### config.mk
export PLATFORM = sky130hd
export DESIGN_NAME = spi_sub_aes_port_flat
export DESIGN_NICKNAME = d
export VERILOG_FILES = /design/src/rtl/spi_sub_aes_port_if.sv /design/src/rtl/spi_sub_aes_port.sv /design/src/flat_wrapper.sv
export SDC_FILE = /design/constraint.sdc
export NUM_CORES = 2
export LEC_CHECK = 0
export ABC_AREA = 1
export CAP_MARGIN = 20
export CORE_AREA = 8 8 295 297
export CTS_CLUSTER_SIZE = 24
export DETAILED_ROUTE_END_ITERATION = 10
export DIE_AREA = 0 0 303 305
export PLACE_DENSITY_LB_ADDON = 0.25
export SLEW_MARGIN = 25
export SYNTH_ARGS = -nofsm -noshare
export SYNTH_HDL_FRONTEND = slang
export SYNTH_SLANG_ARGS = --single-unit
### constraint.sdc
create_clock -name clk -period 2.44 [get_ports clk]
set_input_delay 0.366 -clock clk [delete_from_list [all_inputs] [get_ports clk]]
set_output_delay 0.366 -clock clk [all_outputs]
set_load 0.01 [all_outputs]
### src/rtl/spi_sub_aes_port_if.sv
`default_nettype none
// ------------------------------------------------------------------
// spi_sub_aes_port_if : key/block/result bus between SPI port and AES core
// Revision: 1.0
// ------------------------------------------------------------------
interface spi_sub_aes_port_if;
  logic         key_load;
  logic [1:0]   key_size;
  logic [255:0] key;
  logic         blk_start;
  logic [127:0] blk_in;
  logic         blk_done;
  logic [127:0] blk_out;

  modport master (
    output key_load, key_size, key, blk_start, blk_in,
    input  blk_done, blk_out
  );

  modport slave (
    input  key_load, key_size, key, blk_start, blk_in,
    output blk_done, blk_out
  );
endinterface
`default_nettype wire

### src/rtl/spi_sub_aes_port.sv
`default_nettype none
// ------------------------------------------------------------------
// spi_sub_aes_port : oversampled SPI subordinate deframing key/block/result
// Revision: 1.0
// ------------------------------------------------------------------
module spi_sub_aes_port #(
  parameter int SYNC_STAGES    = 2,
  parameter int KEY_FRAME_BITS = 258,
  parameter int BLK_BITS       = 128
) (
  input  wire logic            clk,
  input  wire logic            rst,
  input  wire logic            cs_n,
  input  wire logic            sclk,
  input  wire logic            sdi,
  output logic                 sdo,
  spi_sub_aes_port_if.master   aes,
  output logic                 frame_err,
  output logic [2:0]           state_o
);

  localparam logic [8:0] KEY_LEN = 9'(KEY_FRAME_BITS);
  localparam logic [8:0] BLK_LEN = 9'(BLK_BITS);
  localparam logic [8:0] CNT_MAX = 9'd511;

  typedef enum logic [2:0] {
    WAIT_KEY = 3'd0,
    WAIT_BLK = 3'd1,
    BUSY     = 3'd2,
    RESULT   = 3'd3,
    READ     = 3'd4
  } state_t;

  state_t state, state_n;

  logic [SYNC_STAGES-1:0]    sclk_sync, cs_sync, sdi_sync;
  logic                      sclk_q, cs_q;
  logic                      sclk_s, cs_s, sdi_s;
  logic                      sclk_rise, sclk_fall, cs_fall, cs_rise;
  logic                      in_frame;
  logic                      frame_start, frame_end;
  logic [8:0]                bit_cnt;
  logic [KEY_FRAME_BITS-1:0] shreg;
  logic [1:0]                rx_code;
  logic                      key_ok;
  logic [127:0]              res_shift, res_hold;
  logic                      do_key, do_blk, do_err, do_cap, do_reload;

  // Synchronisers reset low: a cs_n fall can only follow an observed high,
  // so a frame interrupted by rst is ignored until cs_n returns high.
  always_ff @(posedge clk) begin
    if (rst) begin
      sclk_sync <= '0;
      cs_sync   <= '0;
      sdi_sync  <= '0;
      sclk_q    <= 1'b0;
      cs_q      <= 1'b0;
    end else begin
      sclk_sync <= {sclk_sync[SYNC_STAGES-2:0], sclk};
      cs_sync   <= {cs_sync[SYNC_STAGES-2:0], cs_n};
      sdi_sync  <= {sdi_sync[SYNC_STAGES-2:0], sdi};
      sclk_q    <= sclk_sync[SYNC_STAGES-1];
      cs_q      <= cs_sync[SYNC_STAGES-1];
    end
  end

  assign sclk_s    = sclk_sync[SYNC_STAGES-1];
  assign cs_s      = cs_sync[SYNC_STAGES-1];
  assign sdi_s     = sdi_sync[SYNC_STAGES-1];
  assign sclk_rise = sclk_s & ~sclk_q;
  assign sclk_fall = ~sclk_s & sclk_q;
  assign cs_fall   = ~cs_s & cs_q;
  assign cs_rise   = cs_s & ~cs_q;

  assign frame_start = cs_fall;
  assign frame_end   = cs_rise & in_frame;

  always_ff @(posedge clk) begin
    if (rst) begin
      in_frame <= 1'b0;
      bit_cnt  <= '0;
      shreg    <= '0;
    end else if (frame_start) begin
      in_frame <= 1'b1;
      bit_cnt  <= '0;
    end else if (frame_end) begin
      in_frame <= 1'b0;
    end else if (in_frame && sclk_rise) begin
      shreg <= {shreg[KEY_FRAME_BITS-2:0], sdi_s};
      if (bit_cnt != CNT_MAX) begin
        bit_cnt <= bit_cnt + 9'd1;
      end
    end
  end

  assign rx_code = shreg[KEY_FRAME_BITS-1 -: 2];
  assign key_ok  = (bit_cnt == KEY_LEN) && (rx_code != 2'b11);

  always_ff @(posedge clk) begin
    if (rst) begin
      state <= WAIT_KEY;
    end else begin
      state <= state_n;
    end
  end

  always_comb begin
    state_n   = state;
    do_key    = 1'b0;
    do_blk    = 1'b0;
    do_err    = 1'b0;
    do_cap    = 1'b0;
    do_reload = 1'b0;
    case (state)
      WAIT_KEY: begin
        if (frame_end) begin
          if (key_ok) begin
            do_key  = 1'b1;
            state_n = WAIT_BLK;
          end else begin
            do_err = 1'b1;
          end
        end
      end
      WAIT_BLK: begin
        if (frame_end) begin
          if (bit_cnt == BLK_LEN) begin
            do_blk  = 1'b1;
            state_n = BUSY;
          end else if (key_ok) begin
            do_key = 1'b1;
          end else begin
            do_err = 1'b1;
          end
        end
      end
      BUSY: begin
        // Any frame here is premature; a coincident blk_done still wins the state.
        if (aes.blk_done) begin
          do_cap  = 1'b1;
          state_n = RESULT;
        end
        if (frame_end) begin
          do_err = 1'b1;
        end
      end
      RESULT: begin
        if (frame_start) begin
          state_n = READ;
        end
      end
      READ: begin
        if (frame_end) begin
          if (bit_cnt == BLK_LEN) begin
            state_n = WAIT_BLK;
          end else begin
            do_err    = 1'b1;
            do_reload = 1'b1;
            state_n   = RESULT;
          end
        end
      end
      default: state_n = WAIT_KEY;
    endcase
  end

  // Held copy lets a failed read be retried from bit 127.
  always_ff @(posedge clk) begin
    if (rst) begin
      res_shift <= '0;
      res_hold  <= '0;
    end else if (do_cap) begin
      res_shift <= aes.blk_out;
      res_hold  <= aes.blk_out;
    end else if (do_reload) begin
      res_shift <= res_hold;
    end else if (state == READ && sclk_fall) begin
      res_shift <= {res_shift[126:0], 1'b0};
    end
  end

  always_ff @(posedge clk) begin
    if (rst) begin
      aes.key_load  <= 1'b0;
      aes.blk_start <= 1'b0;
      frame_err     <= 1'b0;
      aes.key       <= '0;
      aes.key_size  <= '0;
      aes.blk_in    <= '0;
    end else begin
      aes.key_load  <= do_key;
      aes.blk_start <= do_blk;
      frame_err     <= do_err;
      if (do_key) begin
        aes.key_size <= rx_code;
        aes.key      <= shreg[255:0];
      end
      if (do_blk) begin
        aes.blk_in <= shreg[BLK_BITS-1:0];
      end
    end
  end

  assign sdo     = (state == READ) && !cs_s ? res_shift[127] : 1'b0;
  assign state_o = state;

endmodule
`default_nettype wire

### src/flat_wrapper.sv
// flat-port wrapper written by rule: the top's interface ports become plain ports
module spi_sub_aes_port_flat 
#(
  parameter int SYNC_STAGES    = 2,
  parameter int KEY_FRAME_BITS = 258,
  parameter int BLK_BITS       = 128
)
  (clk, rst, cs_n, sclk, sdi, sdo, frame_err, state_o, aes_key_load, aes_key_size, aes_key, aes_blk_start, aes_blk_in, aes_blk_done, aes_blk_out);
  spi_sub_aes_port_if aes_i ();
  input  wire logic clk;
  input  wire logic rst;
  input  wire logic cs_n;
  input  wire logic sclk;
  input  wire logic sdi;
  output logic sdo;
  output logic frame_err;
  output logic [2:0] state_o;
  output wire logic [$bits(aes_i.key_load)-1:0] aes_key_load;
  output wire logic [$bits(aes_i.key_size)-1:0] aes_key_size;
  output wire logic [$bits(aes_i.key)-1:0] aes_key;
  output wire logic [$bits(aes_i.blk_start)-1:0] aes_blk_start;
  output wire logic [$bits(aes_i.blk_in)-1:0] aes_blk_in;
  input wire logic [$bits(aes_i.blk_done)-1:0] aes_blk_done;
  input wire logic [$bits(aes_i.blk_out)-1:0] aes_blk_out;
  assign aes_key_load = aes_i.key_load;
  assign aes_key_size = aes_i.key_size;
  assign aes_key = aes_i.key;
  assign aes_blk_start = aes_i.blk_start;
  assign aes_blk_in = aes_i.blk_in;
  assign aes_i.blk_done = aes_blk_done;
  assign aes_i.blk_out = aes_blk_out;
  spi_sub_aes_port #(.SYNC_STAGES(SYNC_STAGES), .KEY_FRAME_BITS(KEY_FRAME_BITS), .BLK_BITS(BLK_BITS)) u_core (.clk(clk), .rst(rst), .cs_n(cs_n), .sclk(sclk), .sdi(sdi), .sdo(sdo), .aes(aes_i), .frame_err(frame_err), .state_o(state_o));
endmodule
==> flow_summary_export.csv <==
group,metric,value,unit
grt,antenna_found_initial,1,
placed_design,placed_cell_area,41900,um2
timing,worst_slack,0.202,ns
min_path,hp-class,"in -> reg",
synthesis,netlist_area,35800,um2
timing,layout_min_cycle_time,2.24,ns
placed_design,pre_cts_ws,0.159,ns
setup_path,cp.arrival,2.78,ns
timing,finalMaxSlewViolations,0,
pwr,power.leakage,19.2,nW
placed_design,post-dp-hpwl,64900,um
floorplanning,fp.dieW,303,um
job,cap_viol_max_count,0,
timing,grt_setup_unrepaired,"false",
routing,wl_per_cell,15.8,um
clock_tree,cts_buffer_depth,3,
floorplanning,core.rowCount,106,
setup_path,cp.required,2.99,ns
clock_tree,h-tree-depth,3,
timing,min_period_over_period,0.917,
clock_tree,cts_setup_buffers,0,
clock_tree,cts.sinks,924,
timing,finalHoldViolations,0,
timing,setup_viol,0,
clock_tree,cts_hold_buf,0,
floorplanning,die_h,305,um
placed_design,gp_congestion,0.814,
cells_and_area,final_cell_mix,"nand2_1, dfxtp_1, a21oi_1",
floorplanning,pin_count,527,
clock_tree,cts_tree,"done",
floorplanning,start_util,0.433,
synthesis,synth_nets,5034,
routing,viasPerCell,4.89,
timing,slew_headroom,0.459,
pwr,peakVddDrop,0.000536,V
synthesis,yosysWarnings,0,
pwr,powerDensity,690,nW/um2
cells_and_area,postLayoutCellArea,45200,um2
cells_and_area,drive_gt1_frac,0.0512,
synthesis,synth_cell_types,26,
synthesis,seq_area_frac_synth,0.517,
synthesis,synth-seq-cells,924,
placed_design,place_inst,6215,
grt,grt_max_degree,155,
routing,ant_nets,0,
setup_path,timing.critical_path.fanout_max,66,
routing,vias,31300,
outcome,outcome,"finished, final reports clean",
clock_tree,numCtsBuffers,97,
clock_tree,cts.clk_slew.worst_paths,0.06,ns
floorplanning,core_area,82600,um2
grt,grt_pass1_wl,161000,um
setup_path,critPathCaptureType,"flop",
synthesis,avgSynthCellArea,7.31,um2
cells_and_area,final_util,0.548,
placed_design,portBuffers,526,
floorplanning,die_area,92400,um2
cells_and_area,nets,5372,
clock_tree,root_buffer,"clkbuf_16",
synthesis,syn_inst,4896,
routing,drt-initial-drc-count,2266,
timing,worstMarginPinSlew,0.811,ns
setup_path,crit_type,"reg -> reg",
grt,grt_pass1_vias,29700,
routing,totalWireLength,101000,um
setup_path,start_kind,"flop",
timing,fmax,0.447,GHz
routing,route.detailed.drc,0,
cells_and_area,area_delta_synth_final,26.4,%
timing,clock_skew,0.0370,ns
grt,track_usage,0.210,
grt,gr-total-overflow,0,
clock_tree,clock_latency,0.65,ns
timing,fin_tns_setup,0,ns
routing,firstDrtPassIters,5,
cells_and_area,finalNonFillerCells,6394,
cells in the mapped netlist, drive strengths merged:
cell | count | area share
clkinv | 1 | 0.00010
dfxtp | 924 | 0.52
nor3 | 3 | 0.00042
nand4 | 131 | 0.023
o21a | 1 | 0.00021
inv | 676 | 0.071
nand3 | 19 | 0.0029
a211oi | 2 | 0.00042
nand2 | 927 | 0.097
xor2 | 2 | 0.00049
ha | 4 | 0.0014
a21oi | 651 | 0.091
clkbuf | 153 | 0.016
nor2 | 551 | 0.058
o21bai | 2 | 0.00042
o21ai | 647 | 0.090
buf | 200 | 0.030
nand3b | 2 | 0.00042
repair_timing:
item	CTS	global route
gates resized for setup	1	1
endpoints found under the hold margin	0	0
setup endpoints to repair	1	5
layout make-up:
cell class                      instances  area, um2
Sequential cell                       924      18500
Fill cell                            7733      37400
Inverter                              677       2570
Clock inverter                         36        531
Tap cell                             1080       1350
Antenna cell                            1       2.50
Timing Repair Buffer                  592       6240
Multi-Input combinational cell       2942      13200
Clock buffer                          142       2860
sequential cells by signal, summed over array words and instances, names as in the netlist:
| register | cells |
|---|---|
| u_core.cs_q | 1 |
| u_core.res_shift | 128 |
| u_core.in_frame | 1 |
| u_core.shreg | 258 |
| u_core.aes.key_load | 1 |
| u_core.aes.key | 256 |
| u_core.sclk_q | 1 |
| u_core.sclk_sync | 2 |
| u_core.bit_cnt | 9 |
| u_core.frame_err | 1 |
| u_core.state_o | 3 |
| u_core.aes.blk_start | 1 |
| u_core.res_hold | 128 |
| u_core.sdi_sync | 2 |
| u_core.aes.blk_in | 128 |
| u_core.aes.key_size | 2 |
| u_core.cs_sync | 2 |
stage by stage:
step	total power [mW]	hold slack [ns]
2_1_floorplan	15.8	0.388
3_3_place_gp	16.2	0.393
3_5_place_dp	16.2	0.398
4_1_cts	31.6	0.150
5_1_grt	32.3	0.185
6_report	31.2	0.192
layer usage:
| layer | up-vias | track usage | part of all wire |
|---|---|---|---|
| met5 | - | 0 | 0 |
| met4 | 0 | 0.0698 | 0.028 |
| met3 | 133 | 0.0538 | 0.067 |
| met2 | 666 | 0.347 | 0.47 |
| met1 | 14400 | 0.264 | 0.43 |
| li1 | 16100 | - | - |
worst max-delay path, cell delays in order (launching register included):
cell and delay (ns):
dfxtp_1 0.33, inv_1 0.10, ha_1 0.16, nand2_1 0.05
nand3b_1 0.21, nor2_1 0.28, nand3_4 0.21, buf_12 0.26
buf_4 0.29, nor2_1 0.15, nor2_1 0.06
logic make-up after synthesis:
kind of cell    Yosys count  share of synthesized area
compound gates         1303                      0.183
xor+xnor                  2                   0.000489
fa+ha+maj                 4                    0.00140
buf+inv                1030                      0.117
flops                   924                      0.517
simple gates           1633                      0.182
worst paths after layout:
path | from | end | slack, ns | cells past startpoint
hold reg to reg | u_core.sdi_sync[0] | u_core.sdi_sync[1] | 0.40 | 2
hold / removal | rst | u_core.res_shift[48] | 0.19 | 4
setup reg to reg | u_core.bit_cnt[0] | u_core.aes.key[212] | 0.20 | 10
setup / recovery | u_core.bit_cnt[0] | u_core.aes.key[212] | 0.20 | 10
power by group:
group	total, mW	internal (mW)	switching (mW)
sequential	15.2	15.1	0.0317
combinational	0.706	0.310	0.396
clock	15.4	9.04	6.31
Note: power is estimated with default switching activity, not from simulation.
